File: src/rtl/conware_row_engine.sv
// -----------------------------------------------------------------------------
// conware_row_engine
//
// Computes one Game-of-Life generation for a WIDTH x HEIGHT grid, one row at a
// time. Current-generation rows stream in on the in_* handshake (row 0 first).
// Next-generation rows stream out on the out_* handshake in the same order.
// Cells outside the grid are treated as dead; the grid does not wrap.
//
// The engine holds two rows: prev and curr. When the row below curr arrives,
// all three rows are available, so the next-generation value of curr is
// produced. The last row has no row below it. Its output is produced in FLUSH
// with an all-zero row below.
//
// Ports
//   clk        in   1      system clock
//   rstn       in   1      asynchronous, active-low reset
//   in_data    in   WIDTH  current-generation row (bit i = column i)
//   in_valid   in   1      in_data valid
//   in_ready   out  1      engine accepts a row this cycle
//   out_data   out  WIDTH  next-generation row (registered)
//   out_valid  out  1      out_data valid
//   out_ready  in   1      downstream accepts out_data
//   frame_done out  1      pulse coincident with the handshake of the last
//                          output row of a frame
// -----------------------------------------------------------------------------
module conware_row_engine #(
    parameter int WIDTH  = 8,
    parameter int HEIGHT = 8
) (
    input  logic             clk,
    input  logic             rstn,
    input  logic [WIDTH-1:0] in_data,
    input  logic             in_valid,
    output logic             in_ready,
    output logic [WIDTH-1:0] out_data,
    output logic             out_valid,
    input  logic             out_ready,
    output logic             frame_done
);

    // row_cnt counts accepted rows and reaches HEIGHT at most, so one extra bit
    // above $clog2(HEIGHT) keeps it from wrapping inside a frame.
    localparam int                CNT_W      = $clog2(HEIGHT) + 1;
    localparam logic [CNT_W-1:0]  LAST_ROW   = CNT_W'(HEIGHT - 1);
    localparam logic [CNT_W-1:0]  CNT_ONE    = CNT_W'(1);
    localparam bit                SINGLE_ROW = (HEIGHT == 1);

    typedef enum logic [1:0] {
        FILL  = 2'd0,
        RUN   = 2'd1,
        FLUSH = 2'd2,
        DRAIN = 2'd3
    } state_t;

    state_t           state_q, state_d;
    logic [WIDTH-1:0] prev_q, prev_d;
    logic [WIDTH-1:0] curr_q, curr_d;
    logic [WIDTH-1:0] out_data_q, out_data_d;
    logic             out_valid_q, out_valid_d;
    logic [CNT_W-1:0] row_cnt_q, row_cnt_d;

    logic             out_slot_free;
    logic             out_fire;
    logic [WIDTH-1:0] nxt_row;
    logic [WIDTH-1:0] rule_row;

    // The rows are padded with a dead cell on each side, so the edge columns
    // need no special case in the per-cell neighbour sum.
    logic [WIDTH+1:0] prev_pad;
    logic [WIDTH+1:0] curr_pad;
    logic [WIDTH+1:0] nxt_pad;

    // The output register can take new data if it is empty, or if its
    // current contents leave in this same cycle.
    assign out_slot_free = !out_valid_q || out_ready;
    assign out_fire      = out_valid_q && out_ready;

    // In FLUSH there is no row below the last row, so all of its cells are dead.
    assign nxt_row  = (state_q == FLUSH) ? '0 : in_data;

    assign prev_pad = {1'b0, prev_q,  1'b0};
    assign curr_pad = {1'b0, curr_q,  1'b0};
    assign nxt_pad  = {1'b0, nxt_row, 1'b0};

    // Cell gi of curr sits at padded index gi+1. Its neighbours are at padded
    // indices gi, gi+1 and gi+2 in the rows above and below. In curr itself,
    // the neighbours are only at gi and gi+2.
    for (genvar gi = 0; gi < WIDTH; gi++) begin : g_cell
        logic [3:0] n_live;

        assign n_live = 4'(prev_pad[gi]) + 4'(prev_pad[gi+1]) + 4'(prev_pad[gi+2])
                      + 4'(curr_pad[gi])                      + 4'(curr_pad[gi+2])
                      + 4'(nxt_pad[gi])  + 4'(nxt_pad[gi+1])  + 4'(nxt_pad[gi+2]);

        assign rule_row[gi] = (n_live == 4'd3) || (curr_q[gi] && (n_live == 4'd2));
    end

    // -------------------------------------------------------------------------
    // Next-state / datapath
    // -------------------------------------------------------------------------
    always_comb begin
        state_d     = state_q;
        prev_d      = prev_q;
        curr_d      = curr_q;
        out_data_d  = out_data_q;
        out_valid_d = out_valid_q;
        row_cnt_d   = row_cnt_q;
        in_ready    = 1'b0;
        frame_done  = 1'b0;

        case (state_q)
            FILL: begin
                // The output register is always empty here (DRAIN emptied it),
                // so row 0 can be taken without any output-side condition.
                in_ready  = 1'b1;
                row_cnt_d = '0;
                if (in_valid) begin
                    curr_d    = in_data;
                    prev_d    = '0;
                    row_cnt_d = CNT_ONE;
                    state_d   = SINGLE_ROW ? FLUSH : RUN;
                end
            end

            RUN: begin
                in_ready = out_slot_free;
                if (in_valid && out_slot_free) begin
                    // If the old output leaves in this same cycle, the new
                    // output replaces it directly, with no empty cycle between.
                    out_data_d  = rule_row;
                    out_valid_d = 1'b1;
                    prev_d      = curr_q;
                    curr_d      = in_data;
                    row_cnt_d   = row_cnt_q + CNT_ONE;
                    if (row_cnt_q == LAST_ROW) begin
                        state_d = FLUSH;
                    end
                end else if (out_fire) begin
                    out_valid_d = 1'b0;
                end
            end

            FLUSH: begin
                if (out_slot_free) begin
                    out_data_d  = rule_row;
                    out_valid_d = 1'b1;
                    state_d     = DRAIN;
                end
            end

            DRAIN: begin
                // frame_done is combinational so that it goes high in the same
                // cycle as the last handshake. in_ready is 0 in that cycle.
                if (out_fire) begin
                    out_valid_d = 1'b0;
                    frame_done  = 1'b1;
                    row_cnt_d   = '0;
                    state_d     = FILL;
                end
            end

            default: begin
                state_d = FILL;
            end
        endcase
    end

    // -------------------------------------------------------------------------
    // State registers
    // -------------------------------------------------------------------------
    always_ff @(posedge clk or negedge rstn) begin
        if (!rstn) begin
            state_q     <= FILL;
            prev_q      <= '0;
            curr_q      <= '0;
            out_data_q  <= '0;
            out_valid_q <= 1'b0;
            row_cnt_q   <= '0;
        end else begin
            state_q     <= state_d;
            prev_q      <= prev_d;
            curr_q      <= curr_d;
            out_data_q  <= out_data_d;
            out_valid_q <= out_valid_d;
            row_cnt_q   <= row_cnt_d;
        end
    end

    assign out_data  = out_data_q;
    assign out_valid = out_valid_q;

endmodule
File: config.mk
export PLATFORM = sky130hd
export DESIGN_NAME = conware_row_engine
export DESIGN_NICKNAME = d
export VERILOG_FILES = /design/src/rtl/conware_row_engine.sv
export SDC_FILE = /design/constraint.sdc
export NUM_CORES = 1
export LEC_CHECK = 0
export CAP_MARGIN = 10
export CORE_MARGIN = 4
export CORE_UTILIZATION = 50
export DETAILED_ROUTE_END_ITERATION = 8
export PLACE_DENSITY = 0.77
export REMOVE_ABC_BUFFERS = 1
export SYNTH_ARGS = -nofsm -noshare
export SYNTH_HDL_FRONTEND = slang
export SYNTH_SLANG_ARGS = --single-unit
File: constraint.sdc
create_clock -name clk -period 4.6 [get_ports clk]
set_input_delay 1.15 -clock clk [delete_from_list [all_inputs] [get_ports clk]]
set_output_delay 1.15 -clock clk [all_outputs]
set_load 0.05 [all_outputs]
== Word-level counts from Yosys, hierarchy flattened ==
Index checks and enable logic that the tools add are counted.

* Bits in registers: 31
* Latch bits: 0
* Memory bits (writable): 0
* ROM bits: 0
* Input bits: 12
* Output and inout port bits: 11
* Memories: 0

* Add/sub/neg operators: 50
* $mul: 0
* Divide/modulo/power cells: 0
* Order comparisons: 0
* Equality and inequality tests: 25
* Shifts and indexed selects: 0
* Muxes and demuxes: 27
* Bitwise logic cells: 0
* Reduce and logical (&&, ||, !) cells: 30

{| class="wikitable"
|+ Operator list
! operator !! count
|-
| 4-bit by 1-bit adder with 4-bit output || 28
|-
| 4-bit by 2-bit equality test with 1-bit output (second input constant) || 16
|-
| 8-bit two-way mux || 7
|-
| 8-bit case mux with 2 select lines || 3
|-
| 3-bit by 1-bit adder with 4-bit output || 7
|-
| 2-bit by 1-bit adder with 3-bit output || 7
|-
| 1-bit by 1-bit adder with 2-bit output || 7
|-
| 4-bit case mux with 3 select lines || 1
|-
| 1-bit logical AND || 10
|-
| 2-bit two-way mux || 5
|-
| 2-bit != test (second input constant) || 5
|-
| 1-bit logical OR || 9
|-
| 3-bit AND reduction || 3
|-
| 4-bit two-way mux || 2
|-
| 2-bit case mux with 4 select lines || 1
|-
| 1-bit two-way mux || 6
|-
| 3-bit nonzero test || 2
|-
| 5-bit AND reduction || 1
|-
| 4-bit by 1-bit adder with 4-bit output (second input constant) || 1
|-
| 2-bit equality test (second input constant) || 2
|-
| 4-bit by 3-bit equality test with 1-bit output (second input constant) || 1
|-
| 2-bit nonzero test || 2
|-
| 1-bit case mux with 3 select lines || 1
|-
| 2-bit by 1-bit equality test with 1-bit output (second input constant) || 1
|-
| 4 further kinds || 4
|}

== Logic depth before layout (Yosys ltp) ==
Gate-level depths: netlist of run 1.

* Word-level depth: 12
* Mapped depth: 13
* Gate-level depth less buffers: 13

== Worst setup path before layout of run 1 ==
OpenSTA, ideal clock, no wires.

* Path type: input to register
* Start point: input port in_data[2]
* End point: register out_data_q[3], in the netlist out_data[3]
* Library setup time: 121 ps
* Arrival time: 3420 ps
* Setup slack: 1059 ps
* Stages on the path: 10
* Path through: nor2b_1 inv_1 fa_1 inv_1 fa_1 ha_1 fa_1 o21ai_0 nor2_1 a22o_1

* Cells in the longest elaborated chain, start to end: 9

{| class="wikitable"
|+ RTL lines
! what !! line !! RTL
|-
| start, declared || 32 || <nowiki>input logic [WIDTH-1:0] in_data,</nowiki>
|-
| 8-bit two-way mux * || 79 || <nowiki>assign nxt_row = (state_q == FLUSH) ? '0 : in_data;</nowiki>
|-
| 4-bit by 1-bit adder with 4-bit output * (3 in a row) || 93 || <nowiki>+ 4'(nxt_pad[gi]) + 4'(nxt_pad[gi+1]) + 4'(nxt_pad[gi+2]);</nowiki>
|-
| 4-bit by 2-bit equality test with 1-bit output || 95 || <nowiki>assign rule_row[gi] = (n_live == 4'd3) || (curr_q[gi] && (n_live == 4'd2));</nowiki>
|-
| 1-bit logical AND || 95 ||
|-
| 1-bit logical OR * || 95 ||
|-
| 8-bit two-way mux, on equally long branches || 144, 127 ||
|-
| 8-bit case mux with 2 select lines * || 111 || <nowiki>case (state_q)</nowiki>
|-
| end signal, assigned || 183 || <nowiki>out_data_q <= out_data_d;</nowiki>
|-
| end, declared || 58 || <nowiki>logic [WIDTH-1:0] out_data_q, out_data_d;</nowiki>
|}

Every way passes the cells marked *; elsewhere a longest branch is shown, timed or not. The select of a mux whose other input is x is not followed.
A chain may end at the register's enable or synchronous reset.

== Worst setup path after layout of run 1 ==
* Start point: input port out_ready
* End point: output port in_ready

* Cells in the longest elaborated chain, start to end: 2

{| class="wikitable"
|+ RTL lines
! what !! line !! RTL
|-
| start, declared || 37 || <nowiki>input logic out_ready,</nowiki>
|-
| 1-bit logical OR || 75 || <nowiki>assign out_slot_free = !out_valid_q || out_ready;</nowiki>
|-
| 1-bit case mux with 2 select lines || 111 ||
|-
| end, declared || 34 || <nowiki>output logic in_ready,</nowiki>
|}

No other way between the ends.

==> results of run 1 <==
-- metrics by stage --
stage          instances  utilization  instance area [sq um]
3_3_place_gp         355        0.572                   2940
5_1_grt              363        0.588                   3020
6_report             363        0.588                   3020
2_1_floorplan        261            -                   2620
3_5_place_dp         355        0.572                   2940
4_1_cts              363        0.588                   3020
-- kinds of logic after synthesis --
logic type | Yosys count | share of synthesized area
and+or+nand+nor | 62 | 0.126
DFF | 31 | 0.292
AOI/OAI and AO/OA | 58 | 0.144
adders and majority gates | 54 | 0.331
muxes | 4 | 0.0170
xor gates and xnor gates | 1 | 0.00330
buffers and inverters | 58 | 0.0867
-- flip-flops by register name (all words and copies together), names as in the netlist --
| signal | count |
|---|---|
| out_data | 8 |
| row_cnt_q | 4 |
| curr_q | 8 |
| state_q | 2 |
| prev_q | 8 |
| out_valid | 1 |
-- worst paths after layout --
kind | to | cells after the start
max | in_ready | 4
min | out_data[1] | 2
max reg2reg | out_data[1] | 10
min reg2reg | out_data[1] | 2
max in group asynchronous | row_cnt_q[3] | 2
min in group asynchronous | out_data[2] | 2
-- tightest hold or removal path, cell delays in order (launching register included) --
cell and delay, ns:
dfrtp_1 0.34, nand2_1 0.06, o41ai_1 0.05
-- cells in the final DEF (no fill, tap or decap), types with 2 or more instances in the layout --
master and count:
nor2b_1 5, clkdlybuf4s50_1 22, o21ai_1 2, inv_1 50, mux2_1 3, a22o_1 6, clkbuf_1 2, fa_1 27
nand3_1 16, a31oi_1 2, buf_4 2, nand2b_1 7, nand2_1 13, clkbuf_8 5, a21oi_1 10, nor2_1 12
ha_1 27, dfrtp_1 31, o21ai_0 26
-- per-layer routing --
layer  vias to the layer above  part of all wire  track usage
met5                         -                 0            0
met4                         0            0.0092       0.0456
met2                        27              0.48        0.288
met3                         7             0.035       0.0344
met1                       916              0.47        0.227
li1                        931                 -            -
-- layout make-up --
class | instances | area (sq um)
Fill cell | 474 | 2120
Multi-Input combinational cell | 179 | 1650
Sequential cell | 31 | 776
Timing Repair Buffer | 24 | 235
Inverter | 51 | 191
Tap cell | 70 | 87.6
Clock buffer | 7 | 76.3
Clock inverter | 1 | 5.00
==> flow_metrics.tcl, run 1 <==
set metrics [dict create \
    crit_path_cell_trace "clkdlybuf4s50_1 -> nand2b_4 -> a21o_1 -> clkdlybuf4s50_1" \
    cp_top_family "buffers and inverters" \
    cp_slowest_cell "clkdlybuf4s50_1" \
    cp_max_fo 7 \
    seq_area_frac_synth 0.292 \
    ios 23 \
    num_rows 26 \
    route.vias.total 1881 \
    synth-async-reset-ratio 1.00 \
    avgSynthCellArea_sq_um 9.91 \
    grt_pass1_vias 1967 \
    synth_top_area_share 0.292 \
    reg2reg_setup_slack_ns 1.00 \
    synth_commonest_cells "50 x inv_1, 31 x dfrtp_1, 27 x fa_1, 27 x ha_1, 26 x o21ai_0" \
    outcome "finished, final reports clean" \
    synth-main-ff-cell "dfrtp_1" \
    layout-drive-gt1-share 0.0614 \
    post_cts_resized 0 \
    tritoncts "built" \
    setup_tns_ns 0 \
    ant_nets 0 \
    rsz0062_at_grt "no" \
    relSlewSlack 0.452 \
    crit_path_end_kind "output pin" \
    cts_buffer_depth 2 \
    gp_congestion 0.796 \
    core_area_sq_um 5140 \
    worst-path-buf-inv 2 \
    track_usage 0.172 \
    diodes 0 \
    clock_latency_ns 0.29 \
    hp-class "reg -> reg" \
    cp_common_cell "clkdlybuf4s50_1" \
    syn_to_final_growth_pct 13.8 \
    die_height_um 80.9 \
    finalCritPeriodShare 0.863 \
    setup_viol 0 \
    dp_hpwl_um 3880 \
    finClkSkew_ns 0.00999 \
    final_hold_viol_count 0 \
    cts_root_buffer "clkbuf_8" \
    synth.most_common_cell "inv_1" \
    drt_drc_violations_left 0 \
    r2r_start "state_q[0]" \
    critPathMaxStageDelay_ns 0.80 \
    fin_nets 358 \
    drtIter0Drc 73 \
    worst_slack_ns 0.629 \
    maxCapViolations 0 \
    antenna_found_initial 0 \
    fmax_mhz 252 \
    synth.top_cells.by_area "dfrtp_1 29%, fa_1 20%, ha_1 13%" \
    final_max_slew_viol_count 0 \
    wl_per_cell_um 13.8 \
    port_buffers 22 \
    dpl_worst_slack_ns 0.405 \
    hold_buffers 0 \
    numClockSinks 31 \
    worstPathArrival_ns 2.82 \
    die_w_um 80.9 \
    cts_buffers 5 \
    ys_ff_latch 31 \
    grt_pass1_wl_um 8850 \
    min_from "out_data[1]" \
    firstDrtPassIters 4 \
    cp-startpoint "out_ready" \
    grt_max_degree 32 \
    timing.hold.ws_ns 0.486 \
    vias_per_cell 5.18 \
    worst_pin_slew_ns 0.822 \
    worstSetupPathType "in -> out" \
    yosys.area.top_type "dfrtp_1" \
    gr-total-overflow 0 \
    wirelength_um 5020 \
    ys_types 43 \
    synth-edff-count 0 \
    yosys_warnings 0 \
    period_needed_ns 3.97 \
    postCtsSetupRepairBufs 0 \
    worstPathRequired_ns 3.45 \
    start_kind "primary input" \
    syn-instance-count 268 \
    syn_area_sq_um 2660 \
    initial_core_util 0.517 \
    ctsHtreeMaxLevel 2 \
    clkTransAtPathRegs_ns 0.06 \
    die_area_sq_um 6540 \
]
Power of run 1 is not shown: default switching activity piles up to over one toggle a cycle in this logic, so the estimate is an artifact.
==> run 2, diff against run 1 <==
HOLD_SLACK_MARGIN = 0.1   (was default)
==> results of run 2 <==
No change in the layout: final DEF, timing and power equal those of run 1.
Power of run 2 is left out for the same reason.
